### config.mk
export PLATFORM = sky130hd
export DESIGN_NAME = btb_update_unit
export DESIGN_NICKNAME = d
export VERILOG_FILES = /design/src/rtl/btb_update_unit.sv
export SDC_FILE = /design/constraint.sdc
export NUM_CORES = 1
export LEC_CHECK = 0
export BUFFER_PORTS_ARGS = -buffer_cell sky130_fd_sc_hd__buf_4
export CORE_ASPECT_RATIO = 1.75
export CORE_MARGIN = 2
export CORE_UTILIZATION = 56
export CTS_CLUSTER_DIAMETER = 80
export DETAILED_ROUTE_END_ITERATION = 16
export PLACE_DENSITY = 0.81
export SYNTH_ARGS = -nofsm -noshare
export SYNTH_HDL_FRONTEND = slang
export SYNTH_SLANG_ARGS = --single-unit
### constraint.sdc
create_clock -name CLK -period 31 [get_ports CLK]
set_input_delay 3.1 -clock CLK [delete_from_list [all_inputs] [get_ports CLK]]
set_output_delay 3.1 -clock CLK [all_outputs]
set_load 0.05 [all_outputs]
### src/rtl/btb_update_unit.sv
// -----------------------------------------------------------------------------
// btb_update_unit
//   Write-side companion to the branch target buffer. Every prediction that
//   decode acts on is recorded in an in-order tracking FIFO. When EX resolves
//   the oldest tracked branch, the recorded prediction is compared with the
//   actual outcome. The unit always issues the BTB write. On a misprediction it
//   also redirects fetch and squashes every younger tracked prediction.
//
// Ports
//   CLK, RST          clock (rising edge), asynchronous active-high reset
//   dec_push/pc/pred_taken/pred_target
//                     prediction registered by decode this cycle
//   res_valid/pc/taken/target
//                     resolution of the oldest tracked branch from EX
//   ext_flush         external pipeline flush; squashes all tracked entries
//   wr_en/pc/taken/target
//                     registered BTB write, a one-cycle pulse after a resolve
//   redirect/redirect_pc
//                     registered fetch redirect, a one-cycle pulse
//   stall             tracking FIFO full; decode must hold branches
//   count             number of entries tracked
//   mispredict_count  saturating total of mispredictions
//   err               sticky protocol error (overflow, empty resolve, PC mismatch)
// -----------------------------------------------------------------------------
module btb_update_unit #(
  parameter int DEPTH = 4,
  parameter int CNT_W = 16
) (
  input  logic                       CLK,
  input  logic                       RST,
  input  logic                       dec_push,
  input  logic [31:0]                dec_pc,
  input  logic                       dec_pred_taken,
  input  logic [31:0]                dec_pred_target,
  input  logic                       res_valid,
  input  logic [31:0]                res_pc,
  input  logic                       res_taken,
  input  logic [31:0]                res_target,
  input  logic                       ext_flush,
  output logic                       wr_en,
  output logic [31:0]                wr_pc,
  output logic                       wr_taken,
  output logic [31:0]                wr_target,
  output logic                       redirect,
  output logic [31:0]                redirect_pc,
  output logic                       stall,
  output logic [$clog2(DEPTH):0]     count,
  output logic [CNT_W-1:0]           mispredict_count,
  output logic                       err
);

  localparam int PTR_W = $clog2(DEPTH);
  localparam int CW    = PTR_W + 1;
  localparam logic [CW-1:0]    FULL_CNT = CW'(DEPTH);
  localparam logic [CW-1:0]    CNT_ONE  = CW'(1);
  localparam logic [PTR_W-1:0] PTR_ONE  = PTR_W'(1);
  localparam logic [CNT_W-1:0] MC_MAX   = {CNT_W{1'b1}};
  localparam logic [CNT_W-1:0] MC_ONE   = CNT_W'(1);

  // Tracking FIFO storage and pointers
  logic [31:0]      pc_mem_r   [DEPTH];
  logic             pt_mem_r   [DEPTH];
  logic [31:0]      tgt_mem_r  [DEPTH];
  logic [PTR_W-1:0] rd_ptr_r;
  logic [PTR_W-1:0] wr_ptr_r;
  logic [CW-1:0]    count_r;

  // Registered output state
  logic             wr_en_r;
  logic [31:0]      wr_pc_r;
  logic             wr_taken_r;
  logic [31:0]      wr_target_r;
  logic             redirect_r;
  logic [31:0]      redirect_pc_r;
  logic [CNT_W-1:0] mc_r;
  logic             err_r;

  // Per-cycle decisions
  logic             empty_s;
  logic             full_s;
  logic             pop_s;
  logic             pc_bad_s;
  logic             mispred_s;
  logic             squash_s;
  logic             push_ok_s;
  logic             push_err_s;
  logic [31:0]      head_pc_s;
  logic             head_pt_s;
  logic [31:0]      head_tgt_s;
  logic [31:0]      fix_pc_s;

  assign stall = full_s;
  assign count = count_r;
  assign wr_en            = wr_en_r;
  assign wr_pc            = wr_pc_r;
  assign wr_taken         = wr_taken_r;
  assign wr_target        = wr_target_r;
  assign redirect         = redirect_r;
  assign redirect_pc      = redirect_pc_r;
  assign mispredict_count = mc_r;
  assign err              = err_r;

  // Compare the FIFO head against the resolution and decide push/pop/squash
  always_comb begin
    empty_s    = (count_r == {CW{1'b0}});
    full_s     = (count_r == FULL_CNT);
    head_pc_s  = pc_mem_r[rd_ptr_r];
    head_pt_s  = pt_mem_r[rd_ptr_r];
    head_tgt_s = tgt_mem_r[rd_ptr_r];
    pop_s      = res_valid && !empty_s;
    pc_bad_s   = pop_s && (res_pc != head_pc_s);
    // An empty resolve or a PC mismatch has no trustworthy prediction to
    // compare against, so it is handled as a misprediction.
    if (res_valid) begin
      mispred_s = empty_s || pc_bad_s || (head_pt_s != res_taken) ||
                  (res_taken && (head_tgt_s != res_target));
    end else begin
      mispred_s = 1'b0;
    end
    squash_s   = mispred_s || ext_flush;
    // A pop in the same cycle frees the slot, so pushing while full is legal.
    // Wrong-path pushes under a squash are dropped without raising err.
    push_ok_s  = dec_push && (!full_s || pop_s) && !squash_s;
    push_err_s = dec_push && full_s && !pop_s && !squash_s;
    fix_pc_s   = res_taken ? res_target : (res_pc + 32'd4);
  end

  // Tracking FIFO state: pointers, occupancy and entry storage
  always_ff @(posedge CLK or posedge RST) begin
    if (RST) begin
      rd_ptr_r <= {PTR_W{1'b0}};
      wr_ptr_r <= {PTR_W{1'b0}};
      count_r  <= {CW{1'b0}};
      for (int i = 0; i < DEPTH; i++) begin
        pc_mem_r[i]  <= 32'd0;
        pt_mem_r[i]  <= 1'b0;
        tgt_mem_r[i] <= 32'd0;
      end
    end else if (squash_s) begin
      rd_ptr_r <= {PTR_W{1'b0}};
      wr_ptr_r <= {PTR_W{1'b0}};
      count_r  <= {CW{1'b0}};
    end else begin
      if (pop_s) begin
        rd_ptr_r <= rd_ptr_r + PTR_ONE;
      end
      if (push_ok_s) begin
        pc_mem_r[wr_ptr_r]  <= dec_pc;
        pt_mem_r[wr_ptr_r]  <= dec_pred_taken;
        tgt_mem_r[wr_ptr_r] <= dec_pred_target;
        wr_ptr_r            <= wr_ptr_r + PTR_ONE;
      end
      case ({push_ok_s, pop_s})
        2'b10:   count_r <= count_r + CNT_ONE;
        2'b01:   count_r <= count_r - CNT_ONE;
        default: count_r <= count_r;
      endcase
    end
  end

  // BTB write, redirect, mispredict counter and sticky error
  always_ff @(posedge CLK or posedge RST) begin
    if (RST) begin
      wr_en_r       <= 1'b0;
      wr_pc_r       <= 32'd0;
      wr_taken_r    <= 1'b0;
      wr_target_r   <= 32'd0;
      redirect_r    <= 1'b0;
      redirect_pc_r <= 32'd0;
      mc_r          <= {CNT_W{1'b0}};
      err_r         <= 1'b0;
    end else begin
      wr_en_r    <= pop_s;
      redirect_r <= mispred_s;
      if (pop_s) begin
        wr_pc_r     <= res_pc;
        wr_taken_r  <= res_taken;
        wr_target_r <= res_target;
      end
      if (mispred_s) begin
        redirect_pc_r <= fix_pc_s;
        if (mc_r != MC_MAX) begin
          mc_r <= mc_r + MC_ONE;
        end
      end
      if (push_err_s || (res_valid && empty_s) || pc_bad_s) begin
        err_r <= 1'b1;
      end
    end
  end

endmodule

**Word-level counts from Yosys, hierarchy flattened**

Index checks and enable logic that the tools add are counted.

- Register bits: 383
- Input port bits: 135
- Output and inout bits: 120
- Word-level logic and storage cells: 93

- Add/sub/neg operators: 6
- Order comparisons: 3
- Equal/unequal tests: 7
- Mux-type cells: 24
- Bitwise operators: 3
- Reduce and logical (&&, ||, !) cells: 27

Operators with widths:

| cell | count |
|---|---|
| $bwmux 128 | 2 |
| $mux 32 | 6 |
| $bmux 32 s2 | 2 |
| $demux 32 s2 | 1 |
| $ne 32x32->1 | 2 |
| $add 32x3->32 const B | 1 |
| $add 16x1->16 const B | 1 |
| $ne 16x16->1 const B | 1 |
| $logic_and 1x1->1 | 10 |
| $mux 2 | 4 |
| $logic_or 1x1->1 | 7 |
| $ge 3x3->1 const B | 2 |
| $not 2->3 | 2 |
| $pmux 3 s2 | 1 |
| $add 2x1->2 const B | 2 |
| $bwmux 4 | 1 |
| $logic_not 1->1 | 4 |
| $mux 1 | 4 |
| $reduce_and 2->1 | 2 |
| $reduce_bool 2->1 | 2 |
| $add 3x1->3 const B | 1 |
| $eq 3x3->1 const B | 1 |
| $logic_not 3->1 | 1 |
| $lt 3x1->1 const B | 1 |
| other kinds (9) | 9 |

**Depth between registers and ports, before layout**

Gate-level depths: netlist of run 1.

- Depth in word-level cells: 16
- Gate-level depth with buffers: 17
- Mapped depth without buffers: 13

**Worst setup path before layout of run 1**

OpenSTA, ideal clock, no wires.

- Path kind: in2reg
- Start: in res_pc[12]
- End: reg count_r[2] (netlist: count[2])
- Setup time: 0.130 ns
- Arrival: 5.625 ns
- Data required time: 30.870 ns
- Setup slack: 25.245 ns
- Stages on the path: 14
- Path buffers: 2
- Cell sequence: clkbuf_1 -> xnor2_1 -> a2111oi_0 -> a2bb2oi_1 -> a41oi_1 -> a21oi_2 -> nand2b_1 -> clkbuf_1 -> o21a_1 -> fa_1 -> and3_1 -> nor2_1 -> xor2_1 -> nor2_1

- Word-level cells in the longest chain between the ends: 12
- Elaborated cells on any way between the ends: 14
- Classes of those cells: eq/ne: 3; mux: 3; reduce/logical: 8

RTL lines:

| element | RTL line | RTL |
|---|---|---|
| start, declared | 36 | `input logic [31:0] res_pc,` |
| $ne 32x32->1 * | 111 | `pc_bad_s = pop_s && (res_pc != head_pc_s);` |
| $logic_and 1x1->1 * | 111 |  |
| $logic_or 1x1->1 * (3 in series) | 115 | `mispred_s = empty_s \|\| pc_bad_s \|\| (head_pt_s != res_taken) \|\|` |
| $mux 1 * | 114 | `if (res_valid) begin` |
| $logic_or 1x1->1 * | 120 | `squash_s = mispred_s \|\| ext_flush;` |
| $logic_not 1->1 | 123 | `push_ok_s = dec_push && (!full_s \|\| pop_s) && !squash_s;` |
| $logic_and 1x1->1 | 123 |  |
| $eq 2x1->1 or $eq 2x2->1 (tied branches) | 153 | `case ({push_ok_s, pop_s})` |
| $pmux 3 s2 | 153 |  |
| $mux 3 | 139 | `end else if (squash_s) begin` |
| end signal, assigned | 142 | `count_r <= {CW{1'b0}};` |
| end signal, assigned | 154 | `2'b10: count_r <= count_r + CNT_ONE;` |
| end signal, assigned | 155 | `2'b01: count_r <= count_r - CNT_ONE;` |
| end, declared | 66 | `logic [CW-1:0] count_r;` |

Mark *: on every way between the ends. The rest lies on a longest branch, timed or not.
A chain may end at the register's enable or synchronous reset.

**Worst setup path in the final report of run 1**

- Start: in res_pc[11]
- End: reg count_r[2] (netlist: count[2])

The elaborated chain is that of the path after synthesis.

==> flow_metrics.env, run 1 <==
export IMPL_detail_route_wirelength_um=49740
export IMPL_maxCapViolations=0
export IMPL_holdCritPathClass="reg2reg"
export IMPL_placer_s_final_routability_congestion_estimate=0.8795
export IMPL_ff2ff_setup_slack_ns=25.44
export IMPL_syn_num_nets=1553
export IMPL_clock_tree_from_tritoncts="done"
export IMPL_ys_seq_elements=383
export IMPL_clock_tree_buffer_depth=3
export IMPL_synth_most_common_cell="dfrtp_1"
export IMPL_boundaryPins=255
export IMPL_filler_cell_count=2342
export IMPL_max_freq_mhz=158.2
export IMPL_finalHoldViolations=0
export IMPL_gr_total_overflow=0
export IMPL_pwr_density_cell_mw_per_mm2=70.43
export IMPL_top_area_cells_in_the_synthesized_netlist="dfrtp_1, mux2_1, mux4_2"
export IMPL_critPathCapture="count[2]$_DFFE_PP0P_"
export IMPL_die_outline_area_sq_mm=0.03380
export IMPL_route_detailed_wl_per_inst_um=24.10
export IMPL_clkSinkCount=383
export IMPL_cp_startpoint="res_pc[11]"
export IMPL_synth_seq_area_share_pct=53.00
export IMPL_worstMarginPinSlew_ns=1.166
export IMPL_fp_coreArea_sq_mm=0.03200
export IMPL_floorplan_die_width_um=139.8
export IMPL_min_path_cells=2
export IMPL_ctsResizeCount=0
export IMPL_post_drt_via_cell_ratio=5.970
export IMPL_initial_core_util_pct=56.50
export IMPL_setup_violating_endpoint_count_in_the_final_report=0
export IMPL_number_of_nets_in_the_finished_design=1778
export IMPL_grt_setup_unrepaired="false"
export IMPL_fin_ws_ns=24.68
export IMPL_track_usage_pct=29.22
export IMPL_dpl_instance_area_sq_mm=0.02013
export IMPL_skew_ns=0.03299
export IMPL_yosys_area_top_type="dfrtp_1"
export IMPL_ctsRootBufferMaster="clkbuf_16"
export IMPL_post_cts_setup_buffers=0
export IMPL_start_kind="input port"
export IMPL_clk_latency_ns=0.54
export IMPL_postSynth_topFlopCell="dfrtp_1"
export IMPL_share_of_the_synthesized_area_in_the_top_cell_type_pct=53.00
export IMPL_postRouteAntennaNets=0
export IMPL_fin_crit_sh_pct=20.39
export IMPL_fraction_of_layout_cells_with_a_size_suffix_above_1_pct=30.39
export IMPL_synth_yosys_warnings=0
export IMPL_floorplan_rows=87
export IMPL_routed_via_count=12322
export IMPL_synth_lib_cells_used_distinct=52
export IMPL_totalNegativeSetupSlack_ns=0
export IMPL_power_static_leakage_nw=10.36
export IMPL_timing_max_slew_rel_slack_pct=22.27
export IMPL_timing_max_transition_violations_final=0
export IMPL_synth_edff_count=0
export IMPL_cts_buffers=36
export IMPL_drt_iter0_markers=910
export IMPL_number_of_levels_in_the_clock_h_tree=2
export IMPL_timing_setup_critical_path_class="in2reg"
export IMPL_grt_first_pass_wirelength_um=75710
export IMPL_post_synth_instance_area_sq_mm=0.01808
export IMPL_final_period_minus_worst_setup_slack_ns=6.322
export IMPL_hpwl_um=35090
export IMPL_crit_fanout=71
export IMPL_postSynthCellCount=1411
export IMPL_area_growth_synth_to_final_pct=17.82
export IMPL_cts_hold_buffers=0
export IMPL_postSynth_asyncResetShare_pct=100.0
export IMPL_y_dimension_of_the_die_um=241.7
export IMPL_vdd_ir_drop_max_mv=0.07161
export IMPL_worstRegToRegCells=15
export IMPL_pre_cts_ws_ns=24.17
export IMPL_port_buffers=254
export IMPL_power_total_w=0.001501
export IMPL_final_area_sq_mm=0.02130
export IMPL_cts_clk_slew_worst_paths_ns=0.06
export IMPL_arrival_ns=6.71
export IMPL_drt_drc_violations_left=0
export IMPL_critical_path_reg2reg_startpoint="rd_ptr_r[0]$_DFFE_PP0P_"
export IMPL_synthTopCellsByCount="dfrtp_1, nand2_1, mux2_1"
export IMPL_cp_data_required_time_ns=31.39
export IMPL_syn_area_per_cell_sq_um=12.82
export IMPL_largest_net_degree_at_the_start_of_global_routing=191
export IMPL_timing_critical_path_to_type="flip-flop"
export IMPL_drt_pass1_iterations=6
export IMPL_grt_pass1_vias=12838
export IMPL_status="finished, final reports clean"
export IMPL_r2r_end="count[2]$_DFFE_PP0P_"
export IMPL_antenna_found_initial=2
## state kept, by name, summed over array words and instances, names as in the netlist
signal            cells
pc_mem_r            128
tgt_mem_r           128
redirect_pc          32
wr_pc                32
wr_target            32
mispredict_count     16
pt_mem_r              4
count                 3
rd_ptr_r              2
wr_ptr_r              2
err                   1
redirect              1
wr_en                 1
wr_taken              1
## where the power goes
group	internal, W	switching, W
Sequential	0.000579	0.0000491
Clock	0.000249	0.000192
Combinational	0.000152	0.000280
Total	0.000980	0.000521
## worst max-delay path, cell delays in order
cell	delay [ns]
buf_4	0.15
xor2_1	0.17
o2111ai_1	0.13
a2111oi_0	0.48
a41oi_1	0.35
a21oi_4	0.19
buf_4	0.53
nand2b_1	0.38
o21a_1	0.30
fa_1	0.40
and3_1	0.16
nor2_1	0.15
xor2_1	0.16
nor2_1	0.05
## final cells by class
| class | instances | area, sq um | area share (%) |
|---|---|---|---|
| clock inverter | 8 | 51.30 | 0.2408 |
| multi-input combinational | 935 | 7956 | 37.35 |
| tap | 400 | 500.5 | 2.349 |
| timing repair buffer | 269 | 2032 | 9.538 |
| sequential | 383 | 9592 | 45.02 |
| inverter | 11 | 48.80 | 0.2290 |
| antenna | 2 | 5.005 | 0.02349 |
| clock buffer | 56 | 1119 | 5.250 |
## through the flow
step / instances / util [%] / hold slack [ns]
finish: 2064 / 66.57 / 0.4754
global route: 2064 / 66.57 / 0.5011
CTS: 2062 / 66.55 / 0.4789
detailed placement: 1998 / 62.90 / 0.4635
global placement: 1998 / 62.90 / 0.4590
floorplan: 1411 / - / 0.4587
## per-layer routing
metal | part of all wire, % | vias up | global-route usage (%)
met2 | 51 | 526 | 49.34
met4 | 6.9 | 0 | 17.71
met5 | 0 | - | 0
met1 | 37 | 6292 | 35.69
li1 | - | 5357 | -
met3 | 5.6 | 147 | 3.762
## how the worst min path moves through the flow
stage	start	slack [ns]	endpoint
floorplan	pc_mem_r[33]$_DFFE_PP0P_	0.46	pc_mem_r[33]$_DFFE_PP0P_
global placement	wr_target[21]$_DFFE_PP0P_	0.46	wr_target[21]$_DFFE_PP0P_
detailed placement	wr_pc[15]$_DFFE_PP0P_	0.46	wr_pc[15]$_DFFE_PP0P_
CTS	wr_pc[15]$_DFFE_PP0P_	0.48	wr_pc[15]$_DFFE_PP0P_
global route	wr_pc[29]$_DFFE_PP0P_	0.50	wr_pc[29]$_DFFE_PP0P_
finish	wr_pc[29]$_DFFE_PP0P_	0.48	wr_pc[29]$_DFFE_PP0P_
## layout by cell type, fill, tap and decap left out, drive strengths merged, types with 2 or more instances in the layout
cell type,n
o21ai,37
and2,4
and3,14
xor2,49
xnor2,63
a211oi,3
o21a,3
nor4b,2
inv,10
a2bb2oi,2
and4,4
o2111ai,2
buf,269
nor2b,3
and3b,2
nand2b,2
ha,6
nand4,16
a22oi,2
a221oi,3
nor2,40
dfrtp,383
a21oi,24
clkinv,9
nand4b,4
nor3,4
clkbuf,56
a2111oi,2
diode,2
nand3,21
mux4,49
mux2,272
nor4,5
nand2,247
mux2i,39
## kinds of logic after synthesis
kind of cell | synth area share [%]
fa+ha+maj | 0.5259
mux | 26.30
flops | 53.00
compound gates | 2.851
simple gates | 8.843
buf+inv | 3.051
xor+xnor | 5.425
Note: power is estimated with default switching activity, not from simulation.
==> run 2, diff against run 1 <==
--- a/config.mk
+++ b/config.mk
@@ -5,6 +5,7 @@
 export SDC_FILE = /design/constraint.sdc
 export NUM_CORES = 1
 export LEC_CHECK = 0
+export ABC_AREA = 1
 export BUFFER_PORTS_ARGS = -buffer_cell sky130_fd_sc_hd__buf_4
 export CORE_ASPECT_RATIO = 1.75
 export CORE_MARGIN = 2
==> constraint.sdc (replaced) <==
create_clock -name CLK -period 5.9 [get_ports CLK]
set_input_delay 0.59 -clock CLK [delete_from_list [all_inputs] [get_ports CLK]]
set_output_delay 0.59 -clock CLK [all_outputs]
set_load 0.05 [all_outputs]
==> run 2 against run 1 <==
Effect of this change:
- sequential power grew to 5.2 times the previous value
- power grew to 5.2 times the previous value
- worst setup slack worse by 23 ns
- clock power grew to 5.2 times the previous value
- via count is 38% higher
==> flow_metrics.env, run 2 <==
export IMPL_status="finished, final reports clean"
export IMPL_grt_setup_unrepaired="false"
export IMPL_cts_hold_buffers=0
export IMPL_postSynth_asyncResetShare_pct=100.0
export IMPL_drt_iter0_markers=1825
export IMPL_route_detailed_wl_per_inst_um=19.55
export IMPL_die_outline_area_sq_mm=0.03424
export IMPL_setup_violating_endpoint_count_in_the_final_report=0
export IMPL_postSynth_topFlopCell="dfrtp_1"
export IMPL_cts_clk_slew_worst_paths_ns=0.07
export IMPL_boundaryPins=255
export IMPL_vdd_ir_drop_max_mv=0.2225
export IMPL_clock_tree_buffer_depth=3
export IMPL_clkSinkCount=383
export IMPL_max_freq_mhz=233.1
export IMPL_floorplan_rows=87
export IMPL_worstMarginPinSlew_ns=1.167
export IMPL_crit_fanout=66
export IMPL_instances_no_fill=2940
export IMPL_timing_max_slew_rel_slack_pct=20.98
export IMPL_timing_critical_path_to_type="flip-flop"
export IMPL_postRouteAntennaNets=0
export IMPL_totalNegativeSetupSlack_ns=0
export IMPL_cp_startpoint="rd_ptr_r[0]$_DFFE_PP0P_"
export IMPL_fin_ws_ns=1.610
export IMPL_drt_drc_violations_left=0
export IMPL_fp_coreArea_sq_mm=0.03222
export IMPL_switching_fraction_pct=36.22
export IMPL_number_of_nets_in_the_finished_design=2656
export IMPL_number_of_levels_in_the_clock_h_tree=2
export IMPL_fraction_of_layout_cells_with_a_size_suffix_above_1_pct=13.75
export IMPL_synth_edff_count=0
export IMPL_p_sw_w=0.002831
export IMPL_ctsRootBufferMaster="clkbuf_16"
export IMPL_power_frac_clock_pct=29.6
export IMPL_timing_critical_path_mode_cell="nand2_1"
export IMPL_floorplan_die_width_um=140.7
export IMPL_synth_lib_cells_used_distinct=33
export IMPL_pwr_density_cell_mw_per_mm2=365.4
export IMPL_ff2ff_setup_slack_ns=1.61
export IMPL_timing_setup_critical_path_class="reg2reg"
export IMPL_final_hold_worst_slack_ns=0.1339
export IMPL_clock_tree_from_tritoncts="done"
export IMPL_critPathSlowestCell="clkinv_1"
export IMPL_final_period_minus_worst_setup_slack_ns=4.290
export IMPL_start_kind="flip-flop"
export IMPL_power_static_leakage_nw=10.72
export IMPL_r2r_end="redirect_pc[20]$_DFFE_PP0P_"
export IMPL_critPathCapture="redirect_pc[20]$_DFFE_PP0P_"
export IMPL_port_buffers=254
export IMPL_drt_pass1_iterations=5
export IMPL_mostFrequentLayoutCell="nand2_1"
export IMPL_antenna_found_initial=1
export IMPL_power_total_w=0.007817
export IMPL_largest_net_degree_at_the_start_of_global_routing=168
export IMPL_placed_cells=2877
export IMPL_syn_area_per_cell_sq_um=7.868
export IMPL_mostFrequentLayoutCells="nand2_1, dfrtp_1, buf_4"
export IMPL_synth_most_common_cell="nand2_1"
export IMPL_skew_ns=0.02067
export IMPL_pre_cts_ws_ns=1.676
export IMPL_gr_total_overflow=0
export IMPL_grt_first_pass_wirelength_um=89800
export IMPL_post_synth_instance_area_sq_mm=0.01833
export IMPL_ctsResizeCount=0
export IMPL_holdCritPathClass="in2async"
export IMPL_share_of_the_synthesized_area_in_the_top_cell_type_pct=52.30
export IMPL_timing_max_transition_violations_final=0
export IMPL_syn_num_nets=2471
export IMPL_track_usage_pct=33.70
export IMPL_worstPathCellList="clkinv_2, buf_12, nand2_1, nand3_1, nand2_1, nand2_1, nand3_1, nor2_1, nand2_1, nor2_1, nand3_1, nand2_1, nand2_1, clkinv_1, a21oi_1, a21oi_1"
export IMPL_cts_buffers=35
export IMPL_post_drt_via_cell_ratio=5.770
export IMPL_y_dimension_of_the_die_um=243.3
export IMPL_routed_via_count=16964
export IMPL_power_frac_comb_pct=28.3
export IMPL_fin_crit_sh_pct=72.72
export IMPL_filler_cell_count=2733
export IMPL_synthTopCellsByCount="nand2_1, dfrtp_1, o21ai_1"
export IMPL_grt_pass1_vias=16097
export IMPL_max_stage_delay_ns=0.74
export IMPL_maxCapViolations=0
export IMPL_pwr_share_seq_pct=42.1
export IMPL_arrival_ns=4.64
export IMPL_placer_s_final_routability_congestion_estimate=0.9630
export IMPL_initial_core_util_pct=56.87
export IMPL_postSynthCellCount=2329
export IMPL_synth_yosys_warnings=0
export IMPL_finalHoldViolations=0
export IMPL_internal_power_w=0.004986
export IMPL_clk_latency_ns=0.55
export IMPL_post_cts_setup_buffers=0
export IMPL_cp_data_required_time_ns=6.25
export IMPL_worstRegToRegCells=16
export IMPL_synth_seq_area_share_pct=52.30
export IMPL_area_growth_synth_to_final_pct=16.73
export IMPL_detail_route_wirelength_um=57470
export IMPL_largestRegisters="pc_mem_r x128, tgt_mem_r x128"
export IMPL_ys_seq_elements=383
export IMPL_yosys_area_top_type="dfrtp_1"
export IMPL_hpwl_um=40510
export IMPL_critical_path_reg2reg_startpoint="rd_ptr_r[0]$_DFFE_PP0P_"
export IMPL_top_area_cells_in_the_synthesized_netlist="dfrtp_1, nand2_1, o21ai_1"
==> run 2: changes by cell type after synthesis, moves of 116 or more <==
cell	change
nand2_1	+614
o21ai_1	+211
o21ai_0	+116
nand3_1	+182
inv_1	+151
mux2_1	-147
==> run 2: power groups by stage <==
| stage | Clock (W) | Sequential [W] | Combinational (W) |
|---|---|---|---|
| 4_1_cts | 0.00233 | 0.00329 | 0.00221 |
| 2_1_floorplan | 0 | 0.00403 | 0.000727 |
| 3_5_place_dp | 0 | 0.00333 | 0.00220 |
| 6_report | 0.00231 | 0.00329 | 0.00221 |
| 3_3_place_gp | 0 | 0.00331 | 0.00216 |
| 5_1_grt | 0.00243 | 0.00333 | 0.00238 |
==> run 2: area by class of cell <==
type,instances,area (sq um),area share [%]
Antenna cell,1,2.502,0.01170
Clock buffer,48,1006,4.703
Clock inverter,14,146.4,0.6844
Inverter,165,626.9,2.931
Multi-Input combinational cell,1653,7410,34.64
Sequential cell,383,9589,44.83
Tap cell,400,500.5,2.340
Timing Repair Buffer,276,2110,9.862
==> run 2: worst max-delay path, delay by kind of cell, from the launching register on <==
family / cells / cell delay (ns)
DFF: 1 / 0.42
and+or+nand+nor: 11 / 1.46
AOI/OAI and AO/OA: 2 / 0.43
buffers and inverters: 3 / 1.73
==> run 2: metrics by stage <==
step,cell area (sq um),utilization (%)
2_1_floorplan,18330,-
3_3_place_gp,20240,62.80
3_5_place_dp,20240,62.80
4_1_cts,21390,66.38
5_1_grt,21390,66.39
6_report,21390,66.39
==> run 2: worst min-delay path by stage <==
stage | slack (ns) | endpoint | depth (start not counted)
global route | 0.19 | wr_pc[21]$_DFFE_PP0P_ | 2
global placement | 0.46 | wr_target[22]$_DFFE_PP0P_ | 2
finish | 0.13 | wr_pc[17]$_DFFE_PP0P_ | 2
detailed placement | 0.46 | wr_target[22]$_DFFE_PP0P_ | 2
floorplan | 0.45 | pc_mem_r[46]$_DFFE_PP0P_ | 2
CTS | 0.15 | wr_pc[21]$_DFFE_PP0P_ | 2
==> run 2: kinds of logic after synthesis <==
kind of cell | after synthesis | synth area share [%]
compound gates | 404 | 11.17
flops | 383 | 52.30
fa+ha+maj | 7 | 0.5189
simple gates | 1206 | 26.92
buf+inv | 293 | 7.374
xor+xnor | 36 | 1.721
==> run 2: layer usage <==
layer,share of wire (%),global-route usage [%],up-vias
met5,0,0,-
met4,7.3,21.35,0
met3,8.2,5.601,177
met2,47,52.47,846
met1,38,43.97,8052
li1,-,-,7889
